==> src/rtl/video_in_capture.sv <==
// Camera-style video receiver: oversamples clk_in in the clk domain, writes active pixels to a FIFO
// and checks frame geometry. Optional `VIDEO_IN_TEST_PATTERN_EN replaces pixels with counter sums.
module video_in_capture #(
  parameter int unsigned WIDTH  = 640,
  parameter int unsigned HEIGHT = 480
) (
  input  logic       clk,
  input  logic       nRST,
  input  logic       clk_in,
  input  logic [7:0] pixel_in,
  input  logic       frame_valid_in,
  input  logic       line_valid_in,
  input  logic       fifo_full,
  output logic       w_en,
  output logic [7:0] w_data,
  input  logic       clr_err,
  output logic       frame_start,
  output logic       frame_done,
  output logic       err_line,
  output logic       err_frame,
  output logic       overflow
);

  localparam logic [10:0] WidthC  = 11'(WIDTH);
  localparam logic [9:0]  HeightL = 10'(HEIGHT);

  typedef enum logic [1:0] {StSync, StIdle, StActive, StDrop} state_e;

  state_e      r_state, w_state_d;
  logic        r_cin_s1, r_cin_s2, r_cin_h;
  logic        r_smp;
  logic [7:0]  r_pix;
  logic        r_fv, r_lv, r_fv_prev, r_lv_prev;
  logic [10:0] r_pix_c, w_pix_c_d, w_pix_c_inc;
  logic [9:0]  r_pix_l, w_pix_l_d, w_pix_l_inc, w_line_total;
  logic        r_err_line, r_err_frame, r_overflow;
  logic        w_err_line_d, w_err_frame_d, w_overflow_d;
  logic        w_strobe, w_fv_rise, w_fv_fall;

  // Falling edge of the synchronized source clock lands mid-period, when data is stable.
  assign w_strobe    = r_cin_h & ~r_cin_s2;
  assign w_fv_rise   = r_fv & ~r_fv_prev;
  assign w_fv_fall   = r_fv_prev & ~r_fv;
  assign w_pix_c_inc = (&r_pix_c) ? r_pix_c : r_pix_c + 11'd1;
  assign w_pix_l_inc = (&r_pix_l) ? r_pix_l : r_pix_l + 10'd1;

  always_ff @(posedge clk or negedge nRST) begin
    if (!nRST) begin
      r_cin_s1    <= 1'b0;
      r_cin_s2    <= 1'b0;
      r_cin_h     <= 1'b0;
      r_smp       <= 1'b0;
      r_pix       <= 8'd0;
      r_fv        <= 1'b0;
      r_lv        <= 1'b0;
      r_fv_prev   <= 1'b0;
      r_lv_prev   <= 1'b0;
      r_state     <= StSync;
      r_pix_c     <= 11'd0;
      r_pix_l     <= 10'd0;
      r_err_line  <= 1'b0;
      r_err_frame <= 1'b0;
      r_overflow  <= 1'b0;
    end else begin
      r_cin_s1    <= clk_in;
      r_cin_s2    <= r_cin_s1;
      r_cin_h     <= r_cin_s2;
      r_smp       <= w_strobe;
      if (w_strobe) begin
        r_pix     <= pixel_in;
        r_fv      <= frame_valid_in;
        r_lv      <= line_valid_in;
        r_fv_prev <= r_fv;
        r_lv_prev <= r_lv;
      end
      r_state     <= w_state_d;
      r_pix_c     <= w_pix_c_d;
      r_pix_l     <= w_pix_l_d;
      r_err_line  <= w_err_line_d;
      r_err_frame <= w_err_frame_d;
      r_overflow  <= w_overflow_d;
    end
  end

  always_comb begin
    w_state_d     = r_state;
    w_pix_c_d     = r_pix_c;
    w_pix_l_d     = r_pix_l;
    w_line_total  = r_pix_l;
    w_err_line_d  = clr_err ? 1'b0 : r_err_line;
    w_err_frame_d = clr_err ? 1'b0 : r_err_frame;
    w_overflow_d  = clr_err ? 1'b0 : r_overflow;
    w_en          = 1'b0;
    frame_start   = 1'b0;
    frame_done    = 1'b0;
    if (r_smp) begin
      case (r_state)
        StSync: if (!r_fv) w_state_d = StIdle;
        StIdle: begin
          if (w_fv_rise) begin
            frame_start = 1'b1;
            w_pix_c_d   = 11'd0;
            w_pix_l_d   = 10'd0;
            w_state_d   = StActive;
          end
        end
        StActive: begin
          if (w_fv_fall) begin
            // A line still open at frame end is closed before the line count is judged.
            if (r_lv_prev) begin
              if (r_pix_c != WidthC) w_err_line_d = 1'b1;
              w_line_total = w_pix_l_inc;
            end
            if (w_line_total != HeightL) w_err_frame_d = 1'b1;
            w_pix_c_d  = 11'd0;
            w_pix_l_d  = w_line_total;
            frame_done = 1'b1;
            w_state_d  = StIdle;
          end else if (r_fv) begin
            if (r_lv) begin
              if (!fifo_full) begin
                w_en      = 1'b1;
                w_pix_c_d = w_pix_c_inc;
              end else begin
                w_overflow_d = 1'b1;
                w_state_d    = StDrop;
              end
            end else if (r_lv_prev) begin
              if (r_pix_c != WidthC) w_err_line_d = 1'b1;
              w_pix_l_d = w_pix_l_inc;
              w_pix_c_d = 11'd0;
            end
          end
        end
        StDrop: begin
          if (w_fv_fall) begin
            frame_done = 1'b1;
            w_state_d  = StIdle;
          end
        end
        default: w_state_d = StSync;
      endcase
    end
  end

`ifdef VIDEO_IN_TEST_PATTERN_EN
  assign w_data = r_pix_c[7:0] + r_pix_l[7:0];
`else
  assign w_data = r_pix;
`endif

  assign err_line  = r_err_line;
  assign err_frame = r_err_frame;
  assign overflow  = r_overflow;

endmodule

==> config.mk <==
export PLATFORM = sky130hd
export DESIGN_NAME = video_in_capture
export DESIGN_NICKNAME = d
export VERILOG_FILES = /design/src/rtl/video_in_capture.sv
export SDC_FILE = /design/constraint.sdc
export NUM_CORES = 1
export LEC_CHECK = 0
export ABC_CLOCK_PERIOD_IN_PS = 2250
export BUFFER_PORTS_ARGS = -buffer_cell sky130_fd_sc_hd__buf_2
export CORE_MARGIN = 8
export CORE_UTILIZATION = 58
export DETAILED_ROUTE_END_ITERATION = 8
export GPL_TIMING_DRIVEN = 0
export PLACE_DENSITY = 0.8
export RECOVER_POWER = 50
export SETUP_SLACK_MARGIN = 0.1
export SLEW_MARGIN = 20
export SYNTH_ARGS = -nofsm -noshare
export SYNTH_HDL_FRONTEND = slang
export SYNTH_SLANG_ARGS = --single-unit
==> constraint.sdc <==
create_clock -name clk -period 2.25 [get_ports clk]
set_input_delay 0.225 -clock clk [delete_from_list [all_inputs] [get_ports clk]]
set_output_delay 0.225 -clock clk [all_outputs]
set_load 0.02 [all_outputs]
==> flow_summary.json, run 1 <==
{
  "num-nets-final": 313,
  "vdd_drop_max_v": 0.000565,
  "regArea_mm2": 0.00105,
  "dpl.hpwl_um": 3520,
  "grt_max_degree": 43,
  "rrSetupSlack_ns": 0.23,
  "timing.fmax_mhz": 488,
  "fin_crit_sh": 0.911,
  "slew_headroom": 0.328,
  "whs_endpoint": "r_cin_s1$_DFF_PN0_",
  "pwr-share-clk": 0.241,
  "path_cells": "inv_1, ha_1, clkbuf_4, buf_4, nand4_1, nor2_1, buf_2",
  "grt_pass1_wl_um": 8580,
  "fin_cells": 341,
  "drive_gt1_frac": 0.237,
  "io_pins": 29,
  "drt_pass1_iterations": 4,
  "dp_slack_ns": 0.109,
  "slew_viol_final": 0,
  "rr_worst_depth": 10,
  "grt_use_total": 0.165,
  "sw_frac_of_total": 0.351,
  "pwr-share-seq": 0.432,
  "ys_ff_latch": 42,
  "start_util": 0.599,
  "gp_congestion": 0.834,
  "vias_per_cell": 5.80,
  "yosysWarnings": 0,
  "die_h_um": 80.3,
  "layout_setup_ws_ns": 0.201,
  "setup_violations": 0,
  "pwr-share-comb": 0.326,
  "fin_setup_tns_ns": 0,
  "tightest_slew_ns": 1.01,
  "avgSynthCellArea_um2": 9.51,
  "htreeDepth": 2,
  "ctsHoldBuffers": 0,
  "die-area_mm2": 0.00645,
  "cts_buffers": 5,
  "cts_tree": "done",
  "netlist_area_mm2": 0.00240,
  "crit_path_top_delay_cell": "dfrtp_2",
  "vias": 1977,
  "nFillCells": 320,
  "clkSinkCount": 42,
  "layout_commonest_cell": "dfrtp_1",
  "rsz0062_at_grt": "false",
  "syn_nets": 275,
  "cp-startpoint": "r_state[0]$_DFFE_PN0P_",
  "coreArea_mm2": 0.00400,
  "holdCritStartpoint": "clk_in",
  "layout_common_cells": "dfrtp_1, buf_2, nand2_1",
  "cts-root-buf": "clkbuf_8",
  "seq_area_frac_synth": 0.438,
  "dp_cells": 330,
  "drt_iter0_markers": 99,
  "clk_path_buf_depth": 2,
  "drt_wl_total_um": 4900,
  "critPathMaxStageDelay_ns": 0.44,
  "leakagePower_nw": 1.18,
  "io_buffers": 28,
  "clk_latency_ns": 0.30,
  "cp_max_fo": 10,
  "antenna_found_initial": 0,
  "path_clk_slew_ns": 0.08,
  "wl_per_cell_um": 14.4,
  "start_kind": "flip-flop",
  "drc": 0,
  "r2r_start": "r_state[0]$_DFFE_PN0P_",
  "row_count": 23,
  "fin_worst_skew_ns": 0.0105,
  "synthCells": 252,
  "die_w_um": 80.3,
  "ant_nets": 0,
  "criticalPathCategory": "reg -> out",
  "syn_to_final_growth_pct": 14.0,
  "grt_pass1_vias": 1949,
  "maxCapViolations": 0,
  "overflow": 0,
  "arrival_ns": 1.82,
  "fin_crit_ns": 2.05,
  "outcome": "completed",
  "whs_ns": 0.0380,
  "multi_input_area_mm2": 0.00124,
  "endpoint_kind": "primary output",
  "holdCritPathClass": "in -> reg",
  "synth_cell_type_count": 47,
  "hold_viol": 0,
  "power.switching_mw": 0.720,
  "min_path_cells": 1,
  "internal_power_mw": 1.33,
  "crit_required_ns": 2.03,
  "diodes": 0,
  "p_per_area_mw_per_mm2": 749,
  "regToRegEndpoint": "r_pix_c[10]$_DFFE_PN0P_"
}
## power groups by stage
stage               clock, mW  combinational (mW)  sequential (mW)
finish                  0.494               0.668            0.885
CTS                     0.513               0.627            0.883
floorplan                   0               0.422            0.913
detailed placement          0               0.605            0.895
global placement            0               0.587            0.893
global route            0.539               0.737            0.896
## final cells by class
cell class / instances / area share
Timing Repair Buffer: 31 / 0.0591
Tap cell: 50 / 0.0229
Clock buffer: 7 / 0.0316
Multi-Input combinational cell: 183 / 0.454
Inverter: 13 / 0.0179
Buffer: 14 / 0.0275
Sequential cell: 42 / 0.386
Clock inverter: 1 / 0.00183
## metrics by stage
| step | area (um^2) | util | power, mW |
|---|---|---|---|
| finish | 2730 | 0.683 | 2.05 |
| global route | 2730 | 0.683 | 2.17 |
| detailed placement | 2600 | 0.650 | 1.50 |
| floorplan | 2400 | - | 1.34 |
| global placement | 2600 | 0.650 | 1.48 |
| CTS | 2700 | 0.676 | 2.02 |
## worst max path at each step
| stage | endpoint | slack, ns | cells past startpoint |
|---|---|---|---|
| after CTS | w_en | 0.09 | 7 |
| final | w_en | 0.20 | 7 |
| after global placement | r_pix_l[5]$_DFFE_PN0P_ | 0.16 | 10 |
| after floorplan | r_pix_l[5]$_DFFE_PN0P_ | 0.35 | 10 |
| after detailed placement | r_pix_l[5]$_DFFE_PN0P_ | 0.11 | 10 |
| after global routing | err_frame$_DFF_PN0_ | 0.09 | 8 |
## cell families after synthesis
| kind of cell | after synthesis | synth area share |
|---|---|---|
| and+or+nand+nor | 97 | 0.225 |
| AOI/OAI and AO/OA | 57 | 0.159 |
| DFF | 42 | 0.438 |
| buffers and inverters | 27 | 0.0470 |
| muxes | 13 | 0.0600 |
| xor gates and xnor gates | 8 | 0.0292 |
| adders and majority gates | 8 | 0.0418 |
## critical path: cells and delay by family, from the launching register on
| kind | cells | cell delay (ns) |
|---|---|---|
| buffers and inverters | 4 | 0.65 |
| adders and majority gates | 1 | 0.14 |
| and+or+nand+nor | 2 | 0.28 |
| DFF | 1 | 0.44 |
## repair_timing
action                                  4_1_cts  5_1_grt
resized for setup                             2       12
pin swaps                                     1        4
endpoints found under the setup margin        5       19
setup buffers                                 1        2
## synthesized netlist by cell type, drive strengths merged
cell type,n,area [um^2]
buf,9,45.0
clkbuf,5,18.8
or3,1,6.26
dfrtp,42,1050
a21oi,17,85.1
nand4,7,43.8
a22o,1,8.76
a22oi,1,7.51
and2,4,25.0
o22ai,3,25.0
a41o,1,10.0
nand2b,3,18.8
o41ai,1,8.76
xor2,2,17.5
a41oi,4,35.0
nand3,14,87.6
nor3b,1,12.5
o2111a,1,11.3
o31ai,4,30.0
nor4b,2,17.5
a31o,1,8.76
o21ai,16,80.1
nand2,23,86.3
o32a,1,10.0
o2111ai,1,8.76
mux2i,2,20.0
nor2,19,78.8
xnor2,6,52.6
nor4,1,21.3
o41a,1,11.3
a31oi,4,40.0
inv,13,48.8
and4,3,26.3
nor3,11,60.1
and3,4,25.0
ha,8,100
mux2,11,124
nand4bb,1,11.3
nor2b,3,18.8
## flip-flops by register name (all words and copies together) (netlist names)
register / cells
w_data: 8
r_lv: 1
r_fv: 1
r_cin_s2: 1
r_lv_prev: 1
overflow: 1
r_fv_prev: 1
err_frame: 1
r_smp: 1
r_cin_h: 1
r_cin_s1: 1
r_pix_l: 10
r_state: 2
err_line: 1
r_pix_c: 11
## layer usage
layer,wire [um],share of wire,global-route usage,up-vias
li1,-,-,-,982
met3,320,0.065,0.0502,9
met4,80,0.016,0.0582,0
met1,2290,0.47,0.220,921
met5,0,0,0,-
met2,2200,0.45,0.247,65
Note: power is estimated with default switching activity, not from simulation.
==> run 2: changes to the inputs <==
- CAP_MARGIN: unset -> 30
- CTS_CLUSTER_DIAMETER: unset -> 30
- PLACE_DENSITY: 0.8 -> 0.84
==> flow_summary.json, run 2 (synthesis gave the netlist of run 1 again) <==
{
  "fin_setup_tns_ns": 0,
  "regToRegEndpoint": "r_pix_c[4]$_DFFE_PN0P_",
  "outcome": "completed",
  "gp_congestion": 0.848,
  "holdCritPathClass": "in -> reg",
  "syn_to_final_growth_pct": 18.1,
  "maxCapViolations": 0,
  "clk_path_buf_depth": 2,
  "layout_commonest_cell": "dfrtp_1",
  "grt_pass1_vias": 1950,
  "rsz0062_at_grt": "true",
  "path_depth": 10,
  "clk_latency_ns": 0.30,
  "grt_pass1_wl_um": 8570,
  "arrival_ns": 2.25,
  "cp_max_fo": 9,
  "crit_path_top_delay_cell": "dfrtp_1",
  "worst-path-buf-inv": 3,
  "antenna_found_initial": 0,
  "cp_top_family": "simple AND/OR/NAND/NOR gates",
  "drc": 0,
  "tightest_slew_ns": 0.981,
  "fin_crit_sh": 0.915,
  "fin_worst_skew_ns": 0.0106,
  "crit_required_ns": 2.45,
  "cts_buffers": 5,
  "timing.fmax_mhz": 486,
  "whs_ns": 0.0335,
  "criticalPathCategory": "reg -> reg",
  "cts-root-buf": "clkbuf_8",
  "die_h_um": 80.3,
  "num-nets-final": 322,
  "drt_wl_total_um": 5760,
  "slew_headroom": 0.346,
  "slew_viol_final": 0,
  "whs_endpoint": "r_cin_s1$_DFF_PN0_",
  "placedInstanceArea_mm2": 0.00260,
  "layout_setup_ws_ns": 0.191,
  "leakagePower_nw": 1.21,
  "row_count": 23,
  "path_clk_slew_ns": 0.08,
  "endpoint_kind": "flip-flop",
  "grt_use_total": 0.168,
  "drt_pass1_iterations": 4,
  "rr_worst_depth": 10,
  "fin_cells": 349,
  "vdd_drop_max_v": 0.000588,
  "largest_register_ffs": 11,
  "overflow": 0,
  "die-area_mm2": 0.00645,
  "finalInstanceArea_mm2": 0.00283,
  "largest-register": "r_pix_c",
  "path_cells": "inv_1, ha_1, buf_4, nor2b_2, o22ai_2, buf_6, nand3_4, nor3_4, xnor2_1, nor2_1",
  "p_per_area_mw_per_mm2": 748,
  "die_w_um": 80.3,
  "clkSinkCount": 42,
  "critPathMaxStageDelay_ns": 0.41,
  "ant_nets": 0,
  "power.total_mw": 2.12,
  "coreArea_mm2": 0.00400,
  "io_pins": 29,
  "htreeDepth": 2,
  "final_util": 0.708,
  "dpl.hpwl_um": 3700,
  "wl_per_cell_um": 16.5,
  "start_kind": "flip-flop",
  "cts_tree": "done",
  "rrSetupSlack_ns": 0.19,
  "layout_common_cells": "dfrtp_1, buf_2, nand2_1",
  "io_buffers": 28,
  "setup_violations": 0,
  "grt_max_degree": 43,
  "nFillCells": 315,
  "dp_cells": 330,
  "start_util": 0.599,
  "diodes": 0,
  "vias_per_cell": 6.03,
  "fin_crit_ns": 2.06,
  "holdCritStartpoint": "clk_in",
  "drt_iter0_markers": 203,
  "dp_slack_ns": 0.0832,
  "r2r_start": "r_state[0]$_DFFE_PN0P_",
  "hold_viol": 0,
  "min_path_cells": 1,
  "vias": 2105,
  "drive_gt1_frac": 0.254
}
[run 2: report_power, final]
part           internal [mW]  switching, mW
Sequential             0.818         0.0651
Clock                  0.214          0.249
Combinational          0.313          0.458
[run 2: worst reg2reg max path, stage by stage (launching register included)]
cell	delay (ns)
dfrtp_1	0.41
inv_1	0.09
ha_1	0.19
buf_4	0.17
nor2b_2	0.16
o22ai_2	0.17
buf_6	0.15
nand3_4	0.16
nor3_4	0.25
xnor2_1	0.15
nor2_1	0.06
[run 2: area by class of cell]
type | count | area [um^2] | area share
inverters | 13 | 48.8 | 0.0172
well taps | 50 | 62.6 | 0.0221
plain buffers | 14 | 81.3 | 0.0287
repair buffers | 40 | 225 | 0.0795
flip-flops and latches | 42 | 1050 | 0.371
multi-input cells | 183 | 1290 | 0.454
clock buffers | 7 | 76.3 | 0.0270
[run 2: layer usage]
layer  GRT usage  part of all wire  up-vias
met5           0                 0        -
li1            -                 -     1001
met3      0.0525             0.079       14
met1       0.205              0.42      996
met2       0.263              0.48       94
met4      0.0836             0.019        0
[run 2: how the worst max path moves through the flow]
stage                              to              startpoint  slack (ns)
2_1_floorplan  r_pix_l[5]$_DFFE_PN0P_  r_state[0]$_DFFE_PN0P_        0.35
4_1_cts                          w_en  r_state[0]$_DFFE_PN0P_        0.12
3_3_place_gp   r_pix_l[5]$_DFFE_PN0P_  r_state[0]$_DFFE_PN0P_        0.18
5_1_grt        r_pix_l[6]$_DFFE_PN0P_  r_state[0]$_DFFE_PN0P_        0.07
6_report       r_pix_c[4]$_DFFE_PN0P_  r_state[0]$_DFFE_PN0P_        0.19
3_5_place_dp   r_pix_l[5]$_DFFE_PN0P_  r_state[0]$_DFFE_PN0P_        0.08
[run 2: timing repair]
| item | CTS | global route |
|---|---|---|
| buffers inserted | 2 | 8 |
| hold endpoints to repair | 0 | 18 |
| endpoints found under the setup margin | 3 | 18 |
| pin swaps | 1 | 8 |
| hold buffers | 0 | 1 |
| resized for setup | 1 | 22 |
